File: config.mk
export PLATFORM = sky130hd
export DESIGN_NAME = wb_pic_flat
export DESIGN_NICKNAME = d
export VERILOG_FILES = /design/src/rtl/wb_pic_pkg.sv /design/src/rtl/wb_pic_if.sv /design/src/rtl/wb_pic_prio.sv /design/src/rtl/wb_pic.sv /design/src/flat_wrapper.sv
export SDC_FILE = /design/constraint.sdc
export NUM_CORES = 1
export LEC_CHECK = 0
export CORE_UTILIZATION = 46
export DETAILED_ROUTE_END_ITERATION = 12
export PLACE_DENSITY_LB_ADDON = 0.08
export SLEW_MARGIN = 20
export SYNTH_ARGS = -nofsm -noshare
export SYNTH_HDL_FRONTEND = slang
export SYNTH_SLANG_ARGS = --single-unit
File: constraint.sdc
create_clock -name wb_clk_i -period 6 [get_ports wb_clk_i]
set_input_delay 1.2 -clock wb_clk_i [delete_from_list [all_inputs] [get_ports wb_clk_i]]
set_output_delay 1.2 -clock wb_clk_i [all_outputs]
set_load 0.1 [all_outputs]
File: src/rtl/wb_pic_pkg.sv
`default_nettype none
// ============================================================================
//  Module      : wb_pic_pkg
//  Description : Shared constants and state encoding for the wb_pic block.
//  Revision    : 1.0 - initial release
// ============================================================================
package wb_pic_pkg;

    localparam logic [1:0] PIC_IMR   = 2'd0;
    localparam logic [1:0] PIC_IRR   = 2'd1;
    localparam logic [1:0] PIC_ISR   = 2'd2;
    localparam logic [1:0] PIC_VBASE = 2'd3;

    // EOI command word layout on a write to the ISR register
    localparam int EOI_NS_BIT  = 4;
    localparam int EOI_IDX_LSB = 0;

    typedef enum logic [0:0] {
        ST_IDLE = 1'b0,
        ST_REQ  = 1'b1
    } pic_state_t;

endpackage
`default_nettype wire

File: src/rtl/wb_pic_if.sv
`default_nettype none
// ============================================================================
//  Module      : wb_pic_if
//  Description : Wishbone slave bus bundle for the interrupt controller.
//  Revision    : 1.0 - initial release
// ============================================================================
interface wb_pic_if;
    logic [1:0]  wb_adr_i;
    logic [1:0]  wb_sel_i;
    logic [15:0] wb_dat_i;
    logic [15:0] wb_dat_o;
    logic        wb_we_i;
    logic        wb_stb_i;
    logic        wb_cyc_i;
    logic        wb_ack_o;

    modport master (
        output wb_adr_i, wb_sel_i, wb_dat_i, wb_we_i, wb_stb_i, wb_cyc_i,
        input  wb_dat_o, wb_ack_o
    );

    modport slave (
        input  wb_adr_i, wb_sel_i, wb_dat_i, wb_we_i, wb_stb_i, wb_cyc_i,
        output wb_dat_o, wb_ack_o
    );
endinterface
`default_nettype wire

File: src/rtl/wb_pic_prio.sv
`default_nettype none
// ============================================================================
//  Module      : wb_pic_prio
//  Description : Combinational priority encoder, lowest set index wins.
//  Revision    : 1.0 - initial release
// ============================================================================
module wb_pic_prio #(
    parameter int NUM_IRQ = 16,
    parameter int IDX_W   = (NUM_IRQ > 1) ? $clog2(NUM_IRQ) : 1
) (
    input  wire logic [NUM_IRQ-1:0] i_req,
    output logic                    o_valid,
    output logic [IDX_W-1:0]        o_idx
);

    always_comb begin
        o_valid = |i_req;
        o_idx   = '0;
        // Scan downward so the last hit, the lowest index, is kept
        for (int i = NUM_IRQ - 1; i >= 0; i--) begin
            if (i_req[i]) begin
                o_idx = i[IDX_W-1:0];
            end
        end
    end

endmodule
`default_nettype wire

File: src/rtl/wb_pic.sv
`default_nettype none
// ============================================================================
//  Module      : wb_pic
//  Description : Wishbone-programmable 16-line priority interrupt controller
//                with nesting, feeding one vector at a time to the CPU.
//  Revision    : 1.0 - initial release
// ============================================================================
module wb_pic
    import wb_pic_pkg::*;
#(
    parameter int          NUM_IRQ      = 16,
    parameter logic [7:0]  VEC_BASE_RST = 8'h08,
    parameter logic [15:0] IMR_RST      = 16'hFFFF
) (
    input  wire logic               wb_clk_i,
    input  wire logic               wb_rst_i,
    wb_pic_if.slave                 wb,
    input  wire logic [NUM_IRQ-1:0] irq_i,
    output logic                    interrupt_do_o,
    output logic [7:0]              interrupt_vector_o,
    input  wire logic               interrupt_done_i
);

    localparam int IDX_W = (NUM_IRQ > 1) ? $clog2(NUM_IRQ) : 1;

    pic_state_t         r_state;
    pic_state_t         w_state_next;
    logic               w_latch;

    logic [NUM_IRQ-1:0] r_irq_q;
    logic [NUM_IRQ-1:0] r_irr;
    logic [NUM_IRQ-1:0] r_isr;
    logic [NUM_IRQ-1:0] r_imr;
    logic [7:0]         r_vbase;
    logic [IDX_W-1:0]   r_idx;
    logic [7:0]         r_vec;
    logic               r_ack;
    logic [15:0]        r_dat;

    logic               w_acc;
    logic               w_wr;
    logic [15:0]        w_wmask;
    logic [15:0]        w_dat_m;
    logic [15:0]        w_imr16;
    logic [NUM_IRQ-1:0] w_edge;
    logic [NUM_IRQ-1:0] w_clr_wb;
    logic [NUM_IRQ-1:0] w_clr_ack;
    logic [NUM_IRQ-1:0] w_limit;
    logic [NUM_IRQ-1:0] w_elig;
    logic               w_elig_valid;
    logic [IDX_W-1:0]   w_elig_idx;
    logic               w_isr_valid;
    logic [IDX_W-1:0]   w_isr_idx;
    logic               w_eoi;
    logic [IDX_W-1:0]   w_eoi_idx;
    logic [NUM_IRQ-1:0] w_eoi_clr;
    logic [15:0]        w_rd_dat;

    // Bus decode: one access per stb/cyc, committed on the cycle the ack is registered
    assign w_acc   = wb.wb_stb_i & wb.wb_cyc_i & ~r_ack;
    assign w_wr    = w_acc & wb.wb_we_i;
    assign w_wmask = {{8{wb.wb_sel_i[1]}}, {8{wb.wb_sel_i[0]}}};
    assign w_dat_m = wb.wb_dat_i & w_wmask;
    assign w_imr16 = (16'(r_imr) & ~w_wmask) | w_dat_m;

    assign w_edge    = irq_i & ~r_irq_q;
    assign w_clr_wb  = (w_wr && (wb.wb_adr_i == PIC_IRR)) ? w_dat_m[NUM_IRQ-1:0] : '0;
    assign w_clr_ack = ((r_state == ST_REQ) && interrupt_done_i) ? (NUM_IRQ'(1) << r_idx) : '0;

    // Only lines strictly above the highest in-service level may interrupt
    assign w_limit = w_isr_valid ? ((NUM_IRQ'(1) << w_isr_idx) - NUM_IRQ'(1)) : '1;
    assign w_elig  = r_irr & ~r_imr & w_limit;

    assign w_eoi     = w_wr && (wb.wb_adr_i == PIC_ISR) && wb.wb_sel_i[0];
    assign w_eoi_idx = wb.wb_dat_i[EOI_NS_BIT] ? w_isr_idx : wb.wb_dat_i[EOI_IDX_LSB +: IDX_W];
    assign w_eoi_clr = (w_eoi && (!wb.wb_dat_i[EOI_NS_BIT] || w_isr_valid))
                     ? (NUM_IRQ'(1) << w_eoi_idx) : '0;

    wb_pic_prio #(.NUM_IRQ(NUM_IRQ), .IDX_W(IDX_W)) u_prio_elig (
        .i_req   (w_elig),
        .o_valid (w_elig_valid),
        .o_idx   (w_elig_idx)
    );

    wb_pic_prio #(.NUM_IRQ(NUM_IRQ), .IDX_W(IDX_W)) u_prio_isr (
        .i_req   (r_isr),
        .o_valid (w_isr_valid),
        .o_idx   (w_isr_idx)
    );

    always_ff @(posedge wb_clk_i) begin
        if (wb_rst_i) begin
            r_state <= ST_IDLE;
        end else begin
            r_state <= w_state_next;
        end
    end

    always_comb begin
        w_state_next   = r_state;
        w_latch        = 1'b0;
        interrupt_do_o = 1'b0;
        case (r_state)
            ST_IDLE: begin
                if (w_elig_valid) begin
                    w_latch      = 1'b1;
                    w_state_next = ST_REQ;
                end
            end
            ST_REQ: begin
                interrupt_do_o = 1'b1;
                if (interrupt_done_i) begin
                    w_state_next = ST_IDLE;
                end
            end
            default: w_state_next = ST_IDLE;
        endcase
    end

    always_comb begin
        w_rd_dat = '0;
        case (wb.wb_adr_i)
            PIC_IMR:   w_rd_dat = 16'(r_imr);
            PIC_IRR:   w_rd_dat = 16'(r_irr);
            PIC_ISR:   w_rd_dat = 16'(r_isr);
            PIC_VBASE: w_rd_dat = {8'h00, r_vbase};
            default:   w_rd_dat = '0;
        endcase
    end

    always_ff @(posedge wb_clk_i) begin
        if (wb_rst_i) begin
            r_irq_q <= '0;
            r_irr   <= '0;
            r_isr   <= '0;
            r_imr   <= IMR_RST[NUM_IRQ-1:0];
            r_vbase <= VEC_BASE_RST;
            r_idx   <= '0;
            r_vec   <= '0;
            r_ack   <= 1'b0;
            r_dat   <= '0;
        end else begin
            r_irq_q <= irq_i;
            // A fresh edge outranks any clear landing in the same cycle
            r_irr   <= (r_irr & ~w_clr_ack & ~w_clr_wb) | w_edge;
            r_isr   <= (r_isr & ~w_eoi_clr) | w_clr_ack;
            r_ack   <= w_acc;
            if (w_acc) begin
                r_dat <= w_rd_dat;
            end
            if (w_wr && (wb.wb_adr_i == PIC_IMR)) begin
                r_imr <= w_imr16[NUM_IRQ-1:0];
            end
            if (w_wr && (wb.wb_adr_i == PIC_VBASE) && wb.wb_sel_i[0]) begin
                r_vbase <= wb.wb_dat_i[7:0];
            end
            if (w_latch) begin
                r_idx <= w_elig_idx;
                r_vec <= r_vbase + 8'(w_elig_idx);
            end
        end
    end

    assign wb.wb_ack_o        = r_ack;
    assign wb.wb_dat_o        = r_dat;
    assign interrupt_vector_o = r_vec;

endmodule
`default_nettype wire

File: src/flat_wrapper.sv
// flat-port wrapper written by rule: the top's interface ports become plain ports
module wb_pic_flat import wb_pic_pkg::*;
#(
    parameter int          NUM_IRQ      = 16,
    parameter logic [7:0]  VEC_BASE_RST = 8'h08,
    parameter logic [15:0] IMR_RST      = 16'hFFFF
)
  (wb_clk_i, wb_rst_i, irq_i, interrupt_do_o, interrupt_vector_o, interrupt_done_i, wb_wb_adr_i, wb_wb_sel_i, wb_wb_dat_i, wb_wb_we_i, wb_wb_stb_i, wb_wb_cyc_i, wb_wb_dat_o, wb_wb_ack_o);
  wb_pic_if wb_i ();
  input  wire logic wb_clk_i;
  input  wire logic wb_rst_i;
  input  wire logic [NUM_IRQ-1:0] irq_i;
  output logic interrupt_do_o;
  output logic [7:0] interrupt_vector_o;
  input  wire logic interrupt_done_i;
  input wire logic [$bits(wb_i.wb_adr_i)-1:0] wb_wb_adr_i;
  input wire logic [$bits(wb_i.wb_sel_i)-1:0] wb_wb_sel_i;
  input wire logic [$bits(wb_i.wb_dat_i)-1:0] wb_wb_dat_i;
  input wire logic [$bits(wb_i.wb_we_i)-1:0] wb_wb_we_i;
  input wire logic [$bits(wb_i.wb_stb_i)-1:0] wb_wb_stb_i;
  input wire logic [$bits(wb_i.wb_cyc_i)-1:0] wb_wb_cyc_i;
  output wire logic [$bits(wb_i.wb_dat_o)-1:0] wb_wb_dat_o;
  output wire logic [$bits(wb_i.wb_ack_o)-1:0] wb_wb_ack_o;
  assign wb_i.wb_adr_i = wb_wb_adr_i;
  assign wb_i.wb_sel_i = wb_wb_sel_i;
  assign wb_i.wb_dat_i = wb_wb_dat_i;
  assign wb_i.wb_we_i = wb_wb_we_i;
  assign wb_i.wb_stb_i = wb_wb_stb_i;
  assign wb_i.wb_cyc_i = wb_wb_cyc_i;
  assign wb_wb_dat_o = wb_i.wb_dat_o;
  assign wb_wb_ack_o = wb_i.wb_ack_o;
  wb_pic #(.NUM_IRQ(NUM_IRQ), .VEC_BASE_RST(VEC_BASE_RST), .IMR_RST(IMR_RST)) u_core (.wb_clk_i(wb_clk_i), .wb_rst_i(wb_rst_i), .wb(wb_i), .irq_i(irq_i), .interrupt_do_o(interrupt_do_o), .interrupt_vector_o(interrupt_vector_o), .interrupt_done_i(interrupt_done_i));
endmodule
==> metrics <==
final hold violation count 0; Antenna Nets Post-Route 0; All-Layer GR Usage 28.7%; Critical path buffers and inverters 1; Worst Max-Slew Pin Slew 1050 ps; FP Rows 39; status completed; setup bufs post-CTS 0; Post-CTS Hold Buffers 0; predominant post-synthesis flop cell dfxtp_1; grt total ovfl 0; Setup CP Type reg -> reg; PortBufs 67; clock sinks 102; Clock transition at path regs 70 ps; P&R area growth vs syn 20.1%; DP Area 6160 sq um; WHS 454 ps; gpl congestion 0.949; Starting DRT DRC Count 381; Via density 6.04; Avg WL per Cell 20.6 um; layout cell share with drive strength beyond 1 9.54%; critical path's top delay family compound AO/OA/AOI/OAI gates; RSZ-0062 raised after global routing no; synth unique cells 74; antenna violations before repair 0; Final #Nets 724; Final setup viols 0; worst ir drop on vdd 140 uV; Antenna diodes 0; Crit. End Element register; Yosys warning total 0; CTS tree done; global-route wire length before repair 27100 um; slowest stage delay, CP 440 ps; startpoint types register; drt first pass iters 5; leak pwr 0.00246 uW; I/O Pins 68; Layout Utilization 56.9%; Clock Latency Late Sink 350 ps; Core Region 11400 sq um; Rel. slew slack 29.9%; post-DP HPWL 13000 um; Seq/Total Area, Yosys 37.8%; CTS H-tree lvls 3; mean area per synthesized cell 8.72 sq um; fillers 1054; Die ar. 12200 sq um; largest net degree at the start of global routing 68; Final TNS setup 0 ps; CP max FO 10; Synth Register Bits 102; DIE WIDTH 110 um; Hold Path Class reg -> reg; minimum clock period 5080 ps; final clock skew 5.67 ps; Slew Viols, Final 0; Worst path most repeated cell a21oi_1; CTS buffer count 9; max-cap violations 0; Die Ht 110 um; CP max-delay cell or3_1; final instance area 6490 sq um; clock tree buffer depth 2; detailed-route DRC error count 0; worst-path cell chain or3_1 -> o221a_2 -> a211oi_1 -> o22ai_1 -> ha_1 -> o21a_1 -> a31oi_1 -> a21oi_1 -> o21ai_0 -> a211oi_2 -> a21oi_1 -> nand3b_1 -> a41oi_1 -> inv_1 -> ha_1 -> a21o_1 -> a21oi_1 -> nor2b_1 -> o21a_1 -> nand3_1 -> xor2_1 -> a211oi_2; starting density of the core 47.4%; Post-Syn Nets 668; CTS resizes 0; Post-synth EDFFs 0; root buffer cell clkbuf_16; Gate Count Post-Synth 620; fin crit share 84.6%; Worst EP arrival 5280 ps; async set-or-reset flop fraction in the synthesized netlist 0%; Via Count 4980; Max Freq 197 MHz; mapped cell area 5410 sq um; number of global-route vias before repair 4769; Req. time, crit path 6210 ps; P per Cell Area 244 nW/um^2; Total Wirelength 17000 um
## logic make-up after synthesis
logic type | share of synthesized area [%]
compound gates | 19.8
buf+inv | 3.38
xor+xnor | 0.972
simple gates | 26.7
fa+ha+maj | 1.53
flops | 37.8
mux | 9.86
## worst reg2reg max path, stage by stage, from the launching register on
cell and delay [ps]:
dfxtp_1 410, or3_1 440, o221a_2 330, a211oi_1 370, o22ai_1 130, ha_1 310
o21a_1 150, a31oi_1 190, a21oi_1 100, o21ai_0 270, a211oi_2 100, a21oi_1 150
nand3b_1 100, a41oi_1 440, inv_1 90, ha_1 310, a21o_1 190, a21oi_1 230
nor2b_1 80, o21a_1 190, nand3_1 90, xor2_1 180, a211oi_2 90
## per-layer routing
metal / up-vias / global-route usage [%] / wire, um
met5: - / 0 / 0
met4: 0 / 11.2 / 463
met3: 29 / 3.29 / 994
met2: 211 / 43.5 / 7390
met1: 2394 / 41.7 / 8110
li1: 2346 / - / -
## path summary, 6_finish.rpt
check | start | to | slack [ps] | depth (start not counted)
max reg2reg | u_core.r_isr[5] | u_core.interrupt_vector_o[7] | 920 | 22
max | u_core.r_isr[5] | u_core.interrupt_vector_o[7] | 920 | 22
min reg2reg | u_core.wb.wb_dat_o[4] | u_core.wb.wb_dat_o[4] | 450 | 2
min | u_core.wb.wb_dat_o[4] | u_core.wb.wb_dat_o[4] | 450 | 2
## report_power, final
group / switching (uW) / total [uW] / internal, uW
combinational: 133 / 214 / 81.0
sequential: 23.8 / 727 / 703
clock: 275 / 640 / 365
total: 432 / 1580 / 1150
## stage by stage
step	cells	power (uW)	setup slack [ps]
floorplan	620	879	1550
CTS	824	1590	965
global placement	808	952	1200
finish	824	1580	922
detailed placement	808	955	1020
global route	824	1630	543
## final cells by class
class / instances / area (sq um) / share of cell area, %
clock buffers: 12 / 267 / 4.10
repair buffers: 73 / 711 / 10.9
clock inverters: 4 / 61.3 / 0.944
multi-input cells: 477 / 3190 / 49.1
inverters: 13 / 48.8 / 0.751
flip-flops and latches: 102 / 2040 / 31.4
well taps: 143 / 179 / 2.76
## synth_stat cells (5+ instances only)
cell | number | share of area (%)
nand3_1 | 18 | 1.7
nor2_1 | 58 | 4.0
nor3_1 | 18 | 1.7
nor3b_1 | 5 | 0.69
a41o_1 | 16 | 3.0
nor2b_1 | 43 | 5.0
nand2_1 | 84 | 5.8
clkbuf_1 | 17 | 1.2
inv_1 | 12 | 0.83
a211oi_2 | 6 | 1.4
a21oi_1 | 45 | 4.2
mux4_2 | 8 | 3.3
dfxtp_1 | 102 | 38
a211oi_1 | 11 | 1.5
ha_1 | 5 | 1.2
nand2b_1 | 13 | 1.5
o21ai_0 | 25 | 2.3
mux2i_1 | 33 | 6.1
## layout by cell type (no fill, tap or decap), types with 4 or more instances in the layout
master           Yosys  layout
dfxtp_1            102     102
nand2_1             84      84
clkdlybuf4s50_1      0      66
nor2_1              58      57
a21oi_1             45      45
nor2b_1             43      43
mux2i_1             33      33
o21ai_0             25      25
nor3_1              18      18
nand3_1             18      18
a41o_1              16      16
nand2b_1            13      13
inv_1               12      12
a211oi_1            11      11
clkbuf_16            0       9
mux4_2               8       8
a211oi_2             6       6
buf_4                3       6
nor3b_1              5       5
ha_1                 5       5
nor4_4               4       4
a21o_1               4       4
or2_2                4       4
o21ai_1              4       4
or4_1                4       4
a31oi_1              4       4
(Power assumes the default switching activity.)
